[config.mk]
export PLATFORM = sky130hd
export DESIGN_NAME = pipeline_stall_ctrl
export DESIGN_NICKNAME = d
export VERILOG_FILES = /design/src/rtl/pipeline_stall_ctrl.sv
export SDC_FILE = /design/constraint.sdc
export NUM_CORES = 1
export LEC_CHECK = 0
export BUFFER_PORTS_ARGS = -buffer_cell sky130_fd_sc_hd__buf_2
export CAP_MARGIN = 10
export CORE_MARGIN = 5
export CORE_UTILIZATION = 59
export CTS_CLUSTER_SIZE = 16
export DETAILED_ROUTE_END_ITERATION = 6
export GPL_TIMING_DRIVEN = 0
export PLACE_DENSITY = 0.92
export REMOVE_ABC_BUFFERS = 1
export SYNTH_ARGS = -nofsm -noshare
export SYNTH_HDL_FRONTEND = slang
export SYNTH_SLANG_ARGS = --single-unit
[constraint.sdc]
create_clock -name clk -period 3.5 [get_ports clk]
set_input_delay 0.175 -clock clk [delete_from_list [all_inputs] [get_ports clk]]
set_output_delay 0.175 -clock clk [all_outputs]
set_load 0.005 [all_outputs]
[src/rtl/pipeline_stall_ctrl.sv]
// Stall/flush controller for the 5-stage RV32I pipeline: load-use stalls, redirect flushes,
// data-memory wait with timeout, and saturating stall/flush performance counters.
module pipeline_stall_ctrl #(
  parameter int TIMEOUT = 16,
  parameter int CNT_W   = 32
) (
  input  logic             clk,
  input  logic             rst_n,
  input  logic [4:0]       Rs1D,
  input  logic [4:0]       Rs2D,
  input  logic [4:0]       RdE,
  input  logic             ResultSrcE0,
  input  logic [1:0]       PCSrcE,
  input  logic             MemReqM,
  input  logic             MemAckM,
  input  logic             ClrCnt,
  output logic             StallF,
  output logic             StallD,
  output logic             StallE,
  output logic             StallM,
  output logic             FlushD,
  output logic             FlushE,
  output logic             FlushW,
  output logic             MemTimeout,
  output logic [CNT_W-1:0] StallCnt,
  output logic [CNT_W-1:0] FlushCnt
);

  typedef enum logic [1:0] {
    RUN      = 2'd0,
    MEM_WAIT = 2'd1,
    MEM_ERR  = 2'd2
  } state_t;

  localparam logic [7:0]       WAIT_LAST = 8'(TIMEOUT - 1);
  localparam logic [CNT_W-1:0] CNT_MAX   = {CNT_W{1'b1}};
  localparam logic [CNT_W-1:0] CNT_ONE   = CNT_W'(1);

  state_t           state_q, state_d;
  logic [7:0]       wait_cnt_q, wait_cnt_d;
  logic             mem_timeout_q, mem_timeout_d;
  logic [CNT_W-1:0] stall_cnt_q, stall_cnt_d;
  logic [CNT_W-1:0] flush_cnt_q, flush_cnt_d;

  logic memwait_s, lw_stall_s, redirect_s;
  logic stall_f_s, stall_d_s, stall_e_s, stall_m_s;
  logic flush_d_s, flush_e_s, flush_w_s;

  // State, wait counter, sticky timeout flag and performance counters.
  always_ff @(posedge clk or negedge rst_n) begin
    if (!rst_n) begin
      state_q       <= RUN;
      wait_cnt_q    <= 8'd0;
      mem_timeout_q <= 1'b0;
      stall_cnt_q   <= '0;
      flush_cnt_q   <= '0;
    end else begin
      state_q       <= state_d;
      wait_cnt_q    <= wait_cnt_d;
      mem_timeout_q <= mem_timeout_d;
      stall_cnt_q   <= stall_cnt_d;
      flush_cnt_q   <= flush_cnt_d;
    end
  end

  // Next-state: an ack always wins over the timeout check in the last wait cycle.
  always_comb begin
    state_d    = state_q;
    wait_cnt_d = wait_cnt_q;
    case (state_q)
      RUN: begin
        if (MemReqM && !MemAckM) begin
          state_d    = MEM_WAIT;
          wait_cnt_d = 8'd1;
        end else begin
          wait_cnt_d = 8'd0;
        end
      end
      MEM_WAIT: begin
        if (MemAckM) begin
          state_d    = RUN;
          wait_cnt_d = 8'd0;
        end else if (wait_cnt_q == WAIT_LAST) begin
          state_d = MEM_ERR;
        end else begin
          wait_cnt_d = wait_cnt_q + 8'd1;
        end
      end
      MEM_ERR: begin
        state_d = MEM_ERR;
      end
      default: begin
        state_d    = RUN;
        wait_cnt_d = 8'd0;
      end
    endcase
    mem_timeout_d = (state_d == MEM_ERR);
  end

  // Pipeline control; a memory wait freezes E so its redirect is re-evaluated on release.
  always_comb begin
    lw_stall_s = ResultSrcE0 && (RdE != 5'd0) && ((Rs1D == RdE) || (Rs2D == RdE));
    redirect_s = (PCSrcE != 2'd0);
    case (state_q)
      RUN:      memwait_s = MemReqM && !MemAckM;
      MEM_WAIT: memwait_s = !MemAckM;
      MEM_ERR:  memwait_s = 1'b1;
      default:  memwait_s = 1'b0;
    endcase
    if (!rst_n) begin
      {stall_f_s, stall_d_s, stall_e_s, stall_m_s} = 4'b0000;
      {flush_d_s, flush_e_s, flush_w_s}            = 3'b000;
    end else if (memwait_s) begin
      {stall_f_s, stall_d_s, stall_e_s, stall_m_s} = 4'b1111;
      {flush_d_s, flush_e_s, flush_w_s}            = 3'b001;
    end else begin
      stall_f_s = lw_stall_s;
      stall_d_s = lw_stall_s;
      stall_e_s = 1'b0;
      stall_m_s = 1'b0;
      flush_d_s = redirect_s;
      flush_e_s = lw_stall_s || redirect_s;
      flush_w_s = 1'b0;
    end
  end

  // Saturating counters; a clear beats a same-cycle increment.
  always_comb begin
    if (ClrCnt) begin
      stall_cnt_d = '0;
      flush_cnt_d = '0;
    end else begin
      stall_cnt_d = (stall_f_s && (stall_cnt_q != CNT_MAX)) ? stall_cnt_q + CNT_ONE : stall_cnt_q;
      flush_cnt_d = ((flush_d_s || flush_e_s) && (flush_cnt_q != CNT_MAX)) ? flush_cnt_q + CNT_ONE
                                                                           : flush_cnt_q;
    end
  end

  assign StallF     = stall_f_s;
  assign StallD     = stall_d_s;
  assign StallE     = stall_e_s;
  assign StallM     = stall_m_s;
  assign FlushD     = flush_d_s;
  assign FlushE     = flush_e_s;
  assign FlushW     = flush_w_s;
  assign MemTimeout = mem_timeout_q;
  assign StallCnt   = stall_cnt_q;
  assign FlushCnt   = flush_cnt_q;

endmodule

==> results of run 1 <==
[cells by family (layout without fill, tap and decap cells)]
group                      count (synthesis)  count (layout)
xor gates and xnor gates                  68              68
buffers and inverters                     23             114
AOI/OAI and AO/OA                         31              31
muxes                                      4               4
adders and majority gates                  3               3
DFF                                       75              75
and+or+nand+nor                          266             266
[Yosys cell counts (2+ instances only)]
| cell type | instances |
|---|---|
| a21oi_1 | 10 |
| and2_1 | 5 |
| and3_1 | 10 |
| and4_1 | 3 |
| buf_2 | 8 |
| buf_4 | 3 |
| clkbuf_1 | 9 |
| dfrtp_1 | 75 |
| ha_1 | 3 |
| inv_1 | 3 |
| mux2_2 | 2 |
| nand2_1 | 39 |
| nand3_1 | 38 |
| nand3_2 | 3 |
| nand4_1 | 17 |
| nor2_1 | 86 |
| nor2b_1 | 3 |
| nor3_1 | 24 |
| nor4_1 | 4 |
| nor4_2 | 3 |
| nor4_4 | 2 |
| nor4b_1 | 3 |
| o21a_1 | 2 |
| o21ai_0 | 6 |
| o21ai_1 | 3 |
| or2_1 | 2 |
| or3_1 | 6 |
| or4_1 | 4 |
| xnor2_1 | 24 |
| xor2_1 | 44 |
[what timing repair did]
item                      in CTS  in global routing
hold buffers                   1                  0
setup buffers                  0                  0
hold endpoints to repair      35                  0
[where the power goes]
group,switching (uW),total [uW],internal [uW]
sequential,7.28,878,871
combinational,92.5,132,39.5
clock,331,840,509
total,430,1850,1420
[final cells by class]
type | instances | area share [%]
Multi-Input combinational cell | 372 | 45.48
Sequential cell | 75 | 37.02
Timing Repair Buffer | 96 | 9.921
Clock buffer | 11 | 2.986
Tap cell | 99 | 2.443
Clock inverter | 4 | 1.925
Inverter | 3 | 0.2221
[worst paths after layout]
kind | slack [ns] | start | to | cells after the start
worst max-delay path | 0.65 | rst_n | FlushCnt[22]$_DFFE_PN0P_ | 8
worst min-delay path | 0.23 | MemAckM | state_q[0]$_DFF_PN0_ | 4
worst max register to register | 0.69 | FlushCnt[0]$_DFFE_PN0P_ | FlushCnt[22]$_DFFE_PN0P_ | 8
worst min register to register | 0.56 | FlushCnt[27]$_DFFE_PN0P_ | FlushCnt[27]$_DFFE_PN0P_ | 2
max in group asynchronous | 2.59 | rst_n | StallCnt[24]$_DFFE_PN0P_ | 3
min in group asynchronous | 0.32 | rst_n | FlushCnt[20]$_DFFE_PN0P_ | 2
[state kept, by name, indices dropped and copies added, names as in the netlist]
name / flops
FlushCnt: 32
MemTimeout: 1
StallCnt: 32
state_q: 2
wait_cnt_q: 8
[worst min-delay path: cells and delay by family]
family / cells / cell delay [ns]
compound gates: 1 / 0.05
simple gates: 2 / 0.23
buf+inv: 1 / 0.08
[metal layers]
metal | global-route usage (%) | vias to the layer above | wire length (microns)
li1 | - | 1803 | -
met3 | 6.235 | 29 | 805
met5 | 0 | - | 0
met2 | 38.13 | 187 | 5253
met4 | 12.50 | 0 | 306
met1 | 33.47 | 1880 | 4466
[per-stage QoR]
step | setup TNS [ns] | total power, uW
floorplan | 0 | 951.5
global placement | -0.01419 | 1018
detailed placement | 0 | 1025
CTS | 0 | 1852
global route | 0 | 1914
finish | 0 | 1850
==> metrics.md, run 1 <==
| Metric | Value |
|---|---|
| Yosys top cell by area | `dfrtp_1` |
| Fmax | `0.3512 GHz` |
| DRC Markers | `0` |
| Worst hold slack | `0.2256 ns` |
| Largest cells by area after synthesis | `dfrtp_1 (44%), xor2_1 (9.0%), nor2_1 (7.5%)` |
| Non-filler cells, final | `660` |
| Leading cell type in the layout, fill and taps excluded | `buf_2` |
| Initial drt markers | `384` |
| CTS clk-pin slew, worst paths | `0.08 ns` |
| Combinational family with the most area after synthesis | `simple AND/OR/NAND/NOR gates` |
| Critical-path cell list | `dlygate4sd3_1, buf_4, buf_12, nand2_1, nor2_2, nand2_2, nor4_1, mux2_1` |
| Pin count of the biggest net entering global routing | `67` |
| Number of diodes | `0` |
| Distinct cell type count after synthesis | `56` |
| CTS tree | `built` |
| Syn-to-layout area delta | `18.27%` |
| CP peak stage delay | `0.61 ns` |
| Post-synth EDFFs | `0` |
| Avg Cell Area, Syn | `9.120 sq um` |
| Wire per inst | `16.41 microns` |
| Detailed Routing Iterations Pass 1 | `5` |
| Most frequent cells in the layout | `buf_2 (93), nor2_1 (86), dfrtp_1 (75)` |
| Post-Synth Simple-Gate Area | `32.95%` |
| Crit path DAT | `3.09 ns` |
| Fin. max-slew vios | `0` |
| H-tree depth | `3` |
| Dpl hpwl | `7536 microns` |
| Status | `finished, final reports clean` |
| Post-synthesis mux area share | `1.022%` |
| Cells after synthesis | `470` |
| Adder-cell share of the synthesized area | `0.8757%` |
| Dpl cell area | `0.004811 sq mm` |
| # nets final | `583` |
| Synthesized flop and latch total | `75` |
| Design area | `0.005070 sq mm` |
| I/O pin total | `95` |
| Max_slew headroom | `20.97%` |
| Worst-margin pin slew | `1.185 ns` |
| Storage cell area | `0.001877 sq mm` |
| Final worst slack | `0.6526 ns` |
| Vias in the first global route | `3715` |
| Setup Skew | `0.01348 ns` |
| First-pass GRT wire length | `17780 microns` |
| Prevailing post-synth register cell | `dfrtp_1` |
| RSZ-0062 raised after global routing | `false` |
| Final wirelength | `10830 microns` |
| FILL cells | `534` |
| CP Max Fanout | `42` |
| Final RePlAce weighted congestion | `0.8568` |
| Inst Count DP | `644` |
| Synth Area in Compound Gates | `4.962%` |
| Initial Utilization | `59.74%` |
| P_leak | `0.002362 uW` |
| Yosys top cell area share | `43.78%` |
| Post-DRT Antenna Nets | `0` |
| Final hold vios | `0` |
| Critical path class | `in -> reg` |
| Critical Path RT | `3.74 ns` |
| Dpl ws | `0.7861 ns` |
| Initial antenna violation count | `0` |
| Total CTS buffers | `9` |
| Maximum VDD drop | `0.2223 mV` |
| Yosys warnings | `0` |
| Final period utilization | `81.35%` |
| CP Capture Type | `flop` |
| DIE WIDTH | `95.24 microns` |
| Clock Root Buffer | `clkbuf_8` |
| Multi-input logic area | `0.002306 sq mm` |
| Post-synthesis cell area | `0.004287 sq mm` |
| Number of max-cap violations | `0` |
| Clk sinks | `75` |
| Util after Layout | `70.65%` |
| Buffers and inverters on the worst path | `3` |
| DR vias/cell | `5.908` |
| Async set-reset flop share out of synthesis | `100.0%` |
| Critical-path cell with the highest stage delay | `nor2_2` |
| Tmin final | `2.847 ns` |
| Core Region | `0.007176 sq mm` |
| HP Class | `in -> reg` |
| Total track usage | `25.11%` |
| Setup Viol. Count Final | `0` |
| Number of port buffers | `94` |
| Die H | `95.24 microns` |
| Fraction of layout cells with a size suffix above 1 | `24.06%` |
| Post-cts resize count | `0` |
| Post-synthesis sequential area ratio | `43.78%` |
| Clock Latency Late Sink | `0.36 ns` |
| Synth Area in XOR/XNOR | `13.89%` |
| Die area | `0.009070 sq mm` |
| DR vias | `3899` |
| Grt ovf | `0` |
| CTS max path bufs | `2` |
| Rows | `31` |
| CP Launch Type | `primary input` |
| Pwr dens | `364.9 mW/mm^2` |
| CP top delay family | `simple AND/OR/NAND/NOR gates` |
Power figures use the tool's default switching activity.
==> run 2: changes to the inputs <==
--- a/config.mk
+++ b/config.mk
@@ -5,14 +5,15 @@
 export SDC_FILE = /design/constraint.sdc
 export NUM_CORES = 1
 export LEC_CHECK = 0
+export ABC_AREA = 1
 export BUFFER_PORTS_ARGS = -buffer_cell sky130_fd_sc_hd__buf_2
 export CAP_MARGIN = 10
 export CORE_MARGIN = 5
-export CORE_UTILIZATION = 59
+export CORE_UTILIZATION = 52
 export CTS_CLUSTER_SIZE = 16
 export DETAILED_ROUTE_END_ITERATION = 6
 export GPL_TIMING_DRIVEN = 0
-export PLACE_DENSITY = 0.92
+export PLACE_DENSITY = 0.84
 export REMOVE_ABC_BUFFERS = 1
 export SYNTH_ARGS = -nofsm -noshare
 export SYNTH_HDL_FRONTEND = slang
==> constraint.sdc (replaced) <==
create_clock -name clk -period 2.55 [get_ports clk]
set_input_delay 0.1275 -clock clk [delete_from_list [all_inputs] [get_ports clk]]
set_output_delay 0.1275 -clock clk [all_outputs]
set_load 0.005 [all_outputs]
==> metrics.md, run 2 <==
| Metric | Value |
|---|---|
| Status | `finished, final reports clean` |
| Final RePlAce weighted congestion | `0.9634 (+12%)` |
| CTS tree | `built` |
| Yosys top cell by area | `dfrtp_1` |
| Critical-path cell list | `ha_1, inv_2, nor3_4, nand4_4, nand2_4, nand3_1, nand2_1` |
| Dpl hpwl | `10330 microns (+37%)` |
| Number of port buffers | `94 (unchanged)` |
| Post-synth EDFFs | `0 (unchanged)` |
| Critical path class | `reg -> reg` |
| HP Class | `in -> reg` |
| Initial Utilization | `52.60% (-7.1 points)` |
| Cells after synthesis | `894 (+90%)` |
| # nets final | `995 (+71%)` |
| Initial drt markers | `445 (+16%)` |
| Clock Root Buffer | `clkbuf_8` |
| Synthesized flop and latch total | `75 (unchanged)` |
| Post-synthesis cell area | `0.005652 sq mm (+32%)` |
| DR vias | `5821 (+49%)` |
| Worst-margin pin slew | `0.7136 ns (-0.4718 ns)` |
| Initial antenna violation count | `0 (unchanged)` |
| Final wirelength | `14410 microns (+33%)` |
| Die area | `0.01305 sq mm (+44%)` |
| Rows | `38 (+23%)` |
| CP peak stage delay | `0.50 ns (-0.11 ns)` |
| Total track usage | `22.35% (-2.8 points)` |
| Yosys warnings | `0 (unchanged)` |
| Final hold vios | `0 (unchanged)` |
| Final period utilization | `92.22%` |
| Pin count of the biggest net entering global routing | `97 (+45%)` |
| Setup Viol. Count Final | `0 (unchanged)` |
| Setup Skew | `0.01511 ns (+0.001629 ns)` |
| Worst Min Path Start | `MemReqM` |
| P_leak | `0.003612 uW (+53%)` |
| Prevailing post-synth register cell | `dfrtp_1` |
| Largest cells by area after synthesis | `dfrtp_1 (33%), nand2_1 (20%), nand3_1 (9.4%)` |
| Clock Latency Late Sink | `0.36 ns (about the same)` |
| Number of diodes | `0 (unchanged)` |
| DIE WIDTH | `114.3 microns (+20%)` |
| Number of max-cap violations | `0 (unchanged)` |
| Core Region | `0.01075 sq mm (+50%)` |
| Clk sinks | `75 (unchanged)` |
| Util after Layout | `59.96% (-11 points)` |
| Post-CTS setup buffer count | `0 (unchanged)` |
| I/O pin total | `95 (unchanged)` |
| CP Capture Type | `flop` |
| Worst setup startpoint | `StallCnt[0]$_DFFE_PN0P_` |
| CP Max Fanout | `33 (-21%)` |
| Storage cell area | `0.001877 sq mm (unchanged)` |
| CTS clk-pin slew, worst paths | `0.08 ns (about the same)` |
| Total CTS buffers | `9 (unchanged)` |
| RSZ-0062 raised after global routing | `false` |
| Die H | `114.3 microns (+20%)` |
| Design area | `0.006442 sq mm (+27%)` |
| Post-DRT Antenna Nets | `0 (unchanged)` |
| Most frequent cells in the layout | `nand2_1 (301), inv_1 (120), nor2_1 (113)` |
| Async set-reset flop share out of synthesis | `100.0% (unchanged)` |
| Synth top cells by count | `nand2_1 (301), inv_1 (121), nor2_1 (113)` |
| FF-to-FF Start | `StallCnt[0]$_DFFE_PN0P_` |
| Dpl cell area | `0.006153 sq mm (+28%)` |
| DR vias/cell | `5.225 (-12%)` |
| DRC Markers | `0 (unchanged)` |
| Fraction of layout cells with a size suffix above 1 | `13.86% (-10 points)` |
| Wire per inst | `12.93 microns (-21%)` |
| Tmin final | `2.352 ns` |
| Yosys top cell area share | `33.21% (-11 points)` |
| Distinct cell type count after synthesis | `28 (-50%)` |
| Fin. max-slew vios | `0 (unchanged)` |
| Pwr dens | `376.6 mW/mm^2 (+3.2%)` |
| Reg2Reg Setup Slack | `0.20 ns (-0.49 ns)` |
| Grt ovf | `0 (unchanged)` |
| Avg Cell Area, Syn | `6.322 sq um (-31%)` |
| Max_slew headroom | `52.26% (+31 points)` |
| FILL cells | `1074 (+100%)` |
| Vias in the first global route | `5359 (+44%)` |
| Detailed Routing Iterations Pass 1 | `5 (unchanged)` |
| CP Launch Type | `flop` |
| Fmax | `0.4253 GHz` |
| Syn-to-layout area delta | `13.99%` |
| Critical Path RT | `2.84 ns (-0.90 ns)` |
| Critical-path cell with the highest stage delay | `nand2_4` |
| CTS max path bufs | `2 (unchanged)` |
| H-tree depth | `3 (unchanged)` |
| Crit path DAT | `2.64 ns (-0.45 ns)` |
| First-pass GRT wire length | `24080 microns (+35%)` |
| Most numerous cell in the Yosys netlist | `nand2_1` |
| Post-synthesis sequential area ratio | `33.21% (-11 points)` |
| Multi-input logic area | `0.003119 sq mm (+35%)` |
| Maximum VDD drop | `0.2248 mV (+1.1%)` |
| Leading cell type in the layout, fill and taps excluded | `nand2_1` |
==> run 2: cell types whose count changed after synthesis, sizes merged, moves of 7 or more <==
cell / change
a21oi: -9
nor4: -9
nor2: +34
or3: -7
nor3: -21
nand4: +51
nand3: +65
nand2: +270
inv: +120
buf: +10
and3: -11
xor2: -34
==> run 2: area by class of cell <==
cell class                 count  area share [%]
multi-input combinational    660           48.42
clock buffer                  12           2.408
clock inverter                 4           1.126
tap                          140           2.719
timing repair buffer          99           8.934
sequential                    75           29.13
inverter                     124           7.264
==> run 2: final timing paths <==
kind | end | cells after the start
setup reg to reg | StallCnt[23]$_DFFE_PN0P_ | 7
max in group asynchronous | FlushCnt[14]$_DFFE_PN0P_ | 4
hold / removal | state_q[0]$_DFF_PN0_ | 3
setup / recovery | StallCnt[23]$_DFFE_PN0P_ | 7
hold reg to reg | wait_cnt_q[2]$_DFFE_PN0P_ | 1
min in group asynchronous | StallCnt[10]$_DFFE_PN0P_ | 2
==> run 2: critical path, delay by kind of cell (launching register included) <==
| family | cells | cell delay, ns |
|---|---|---|
| flip-flops | 1 | 0.47 |
| adder cells (fa/ha/maj) | 1 | 0.31 |
| buffers and inverters | 1 | 0.10 |
| AND/OR/NAND/NOR | 5 | 1.41 |
==> run 2: timing repair <==
| action | 4_1_cts | 5_1_grt |
|---|---|---|
| resized for setup | 0 | 2 |
| hold endpoints to repair | 76 | 0 |
| hold buffers | 3 | 0 |
| setup endpoints to repair | 0 | 32 |
==> run 2: routing by layer <==
layer | wire length, microns | track usage (%)
met5 | 0 | 0
met4 | 229 | 6.968
met3 | 741 | 3.753
met2 | 7106 | 39.62
met1 | 6332 | 27.74
==> run 2: stage by stage <==
step	setup slack, ns	total power (uW)	hold slack, ns	std cells	setup TNS (ns)
final	0.1984	2426	0.1028	1114	0
after global routing	0.04085	2515	0.09613	1114	0
after CTS	0.03916	2446	0.07752	1114	0
after detailed placement	0.05896	1375	0.02370	1095	0
after global placement	-0.6789	1360	0.3419	1093	-38.87
after floorplan	0.2392	1290	-0.1681	859	0
==> run 2: where the power goes <==
| part | internal [uW] | switching [uW] | leakage (uW) | total [uW] |
|---|---|---|---|---|
| combinational | 51.3 | 109 | 0.00248 | 160 |
| clock | 604 | 464 | 0.000113 | 1070 |
| sequential | 1190 | 5.43 | 0.00102 | 1200 |
==> run 2: cell families after synthesis <==
family | after synthesis | synth area share (%)
xor gates and xnor gates | 33 | 5.114
DFF | 75 | 33.21
AOI/OAI and AO/OA | 14 | 1.417
adders and majority gates | 3 | 0.6642
buffers and inverters | 159 | 11.84
and+or+nand+nor | 610 | 47.75
==> run 3: changes to the inputs <==
--- a/config.mk
+++ b/config.mk
@@ -9,11 +9,11 @@
 export BUFFER_PORTS_ARGS = -buffer_cell sky130_fd_sc_hd__buf_2
 export CAP_MARGIN = 10
 export CORE_MARGIN = 5
-export CORE_UTILIZATION = 52
+export CORE_UTILIZATION = 35
 export CTS_CLUSTER_SIZE = 16
 export DETAILED_ROUTE_END_ITERATION = 6
 export GPL_TIMING_DRIVEN = 0
-export PLACE_DENSITY = 0.84
+export PLACE_DENSITY = 0.62
 export REMOVE_ABC_BUFFERS = 1
 export SYNTH_ARGS = -nofsm -noshare
 export SYNTH_HDL_FRONTEND = slang
==> constraint.sdc (replaced) <==
create_clock -name clk -period 2.55 [get_ports clk]
set_input_delay 0.1275 -clock clk [delete_from_list [all_inputs] [get_ports clk]]
set_output_delay 0.1275 -clock clk [all_outputs]
set_load 0.05 [all_outputs]
==> metrics.md, run 3 (synthesis gave the netlist of run 2 again) <==
| Metric | Value |
|---|---|
| Status | `finished, final reports clean` |
| Final period utilization | `92.71% (+0.49 points)` |
| Clk sinks | `75 (unchanged)` |
| Met3 usage | `4.044% (+0.29 points)` |
| Clock Latency Late Sink | `0.35 ns (about the same)` |
| Setup Skew | `0.01108 ns (-0.004031 ns)` |
| Number of port buffers | `94 (unchanged)` |
| Core Region | `0.01589 sq mm (+48%)` |
| Final wirelength | `15600 microns (+8.2%)` |
| Setup Viol. Count Final | `0 (unchanged)` |
| First-pass GRT wire length | `26040 microns (+8.1%)` |
| DRC Markers | `0 (unchanged)` |
| CP Capture Type | `output port` |
| HP Class | `in -> reg` |
| Worst hold slack | `0.1121 ns (+0.009209 ns)` |
| Detailed Routing Iterations Pass 1 | `4 (-1)` |
| Dpl ws | `0.05440 ns (-0.004568 ns)` |
| Gr busiest metal | `met2` |
| DR vias | `5709 (-1.9%)` |
| Design Power | `2659 uW (+9.6%)` |
| Fin. max-slew vios | `0 (unchanged)` |
| CTS max path bufs | `2 (unchanged)` |
| Met2 GRT Util | `28.28% (-11 points)` |
| CP Max Fanout | `35 (+6.1%)` |
| Fmax | `0.4230 GHz (-0.53%)` |
| I/O pin total | `95 (unchanged)` |
| FILL cells | `1760 (+64%)` |
| Final RePlAce weighted congestion | `0.8500 (-12%)` |
| Grt ovf | `0 (unchanged)` |
| Total track usage | `17.26% (-5.1 points)` |
| Syn-to-layout area delta | `17.20%` |
| RSZ-0062 raised after global routing | `false` |
| CTS tree | `built` |
| Fraction of layout cells with a size suffix above 1 | `13.87% (+0.014 points)` |
| Leading cell type in the layout, fill and taps excluded | `nand2_1` |
| DIE WIDTH | `137.1 microns (+20%)` |
| H-tree depth | `3 (unchanged)` |
| Initial antenna violation count | `0 (unchanged)` |
| Dpl cell area | `0.006248 sq mm (+1.5%)` |
| Initial Utilization | `35.58% (-17 points)` |
| Pin count of the biggest net entering global routing | `66 (-32%)` |
| P_leak | `0.003648 uW (+1.0%)` |
| Number of max-cap violations | `0 (unchanged)` |
| Worst-margin pin slew | `0.7874 ns (+0.07386 ns)` |
| CTS clk-pin slew, worst paths | `0.06 ns (-0.02 ns)` |
| Die area | `0.01879 sq mm (+44%)` |
| Maximum VDD drop | `0.3280 mV (+46%)` |
| Post-DRT Antenna Nets | `0 (unchanged)` |
| Die H | `137.1 microns (+20%)` |
| Critical Path RT | `2.42 ns (-0.42 ns)` |
| Initial drt markers | `326 (-27%)` |
| Critical path class | `reg -> out` |
| Clock Root Buffer | `clkbuf_16` |
| Wire per inst | `13.12 microns (+1.4%)` |
| Max_slew headroom | `47.32% (-4.9 points)` |
| Pwr dens | `401.4 mW/mm^2 (+6.6%)` |
| # nets final | `996 (+0.10%)` |
| Final worst slack | `0.1858 ns (-0.01261 ns)` |
| Crit path DAT | `2.24 ns (-0.40 ns)` |
| Design area | `0.006624 sq mm (+2.8%)` |
| CP Launch Type | `flop` |
| Most frequent cells in the layout | `nand2_1 (301), inv_1 (120), nor2_1 (113)` |
| Total CTS buffers | `9 (unchanged)` |
| DR vias/cell | `4.802 (-8.1%)` |
| Dpl hpwl | `10820 microns (+4.8%)` |
| Rows | `46 (+21%)` |
| Number of diodes | `0 (unchanged)` |
| Tmin final | `2.364 ns (+0.01261 ns)` |
| Vias in the first global route | `5329 (-0.56%)` |
| Met1 Use GR | `22.93% (-4.8 points)` |
| Final hold vios | `0 (unchanged)` |
[run 3: cell count changes in the layout (fill, tap and decap cells not counted)]
cell	delta
clkbuf_16	+9
clkinv_2	-1
nand2_2	-1
bufinv_16	-2
clkbuf_1	-1
clkbuf_8	-7
nand2_8	+1
buf_12	+2
buf_16	-1
[run 3: cell type report]
| type | count | area [sq um] | area share (%) |
|---|---|---|---|
| Multi-Input combinational cell | 660 | 3133 | 47.30 |
| Sequential cell | 75 | 1877 | 28.33 |
| Timing Repair Buffer | 100 | 588.1 | 8.878 |
| Inverter | 124 | 467.9 | 7.065 |
| Clock buffer | 13 | 280.3 | 4.231 |
| Tap cell | 216 | 270.3 | 4.080 |
| Clock inverter | 1 | 7.507 | 0.1133 |
[run 3: per-stage QoR]
step | setup TNS (ns) | util (%) | instances
2_1_floorplan | 0 | - | 859
3_3_place_gp | -48.01 | 38.96 | 1169
3_5_place_dp | 0 | 39.34 | 1171
4_1_cts | 0 | 41.52 | 1189
5_1_grt | 0 | 41.70 | 1189
6_report | 0 | 41.70 | 1189
[run 3: path summary, 6_finish.rpt]
check | startpoint | to | slack, ns | cells past startpoint
max reg2reg | StallCnt[0]$_DFFE_PN0P_ | StallCnt[7]$_DFFE_PN0P_ | 0.23 | 7
min | MemReqM | state_q[0]$_DFF_PN0_ | 0.11 | 3
max | state_q[1]$_DFF_PN0_ | StallF | 0.19 | 6
min reg2reg | state_q[1]$_DFF_PN0_ | wait_cnt_q[2]$_DFFE_PN0P_ | 0.52 | 1
max in group asynchronous | rst_n | FlushCnt[13]$_DFFE_PN0P_ | 1.77 | 4
min in group asynchronous | rst_n | StallCnt[2]$_DFFE_PN0P_ | 0.20 | 2
[run 3: critical path, stage by stage, from the launching register on]
cell	delay [ns]
dfrtp_1	0.40
nor2_1	0.18
nand2_2	0.11
nand3_1	0.13
nand2_1	0.09
nand2_2	0.59
buf_2	0.39
[run 3: repair_timing]
item | CTS | global route
hold buffers | 4 | 0
endpoints found under the hold margin | 47 | 0
buffers inserted | 0 | 0
endpoints found under the setup margin | 0 | 62
gates resized for setup | 0 | 4
[run 3: power breakdown]
| part | total (uW) | switching (uW) | internal (uW) |
|---|---|---|---|
| sequential | 1200 | 5.88 | 1190 |
| combinational | 195 | 141 | 53.9 |
| clock | 1260 | 509 | 755 |
| total | 2660 | 656 | 2000 |
[run 3: routing by layer]
| metal | up-vias | part of all wire [%] | wire length (microns) |
|---|---|---|---|
| met5 | - | 0 | 0 |
| li1 | 2986 | - | - |
| met3 | 15 | 5.3 | 822 |
| met1 | 2592 | 46 | 7211 |
| met2 | 116 | 47 | 7332 |
| met4 | 0 | 1.5 | 229 |
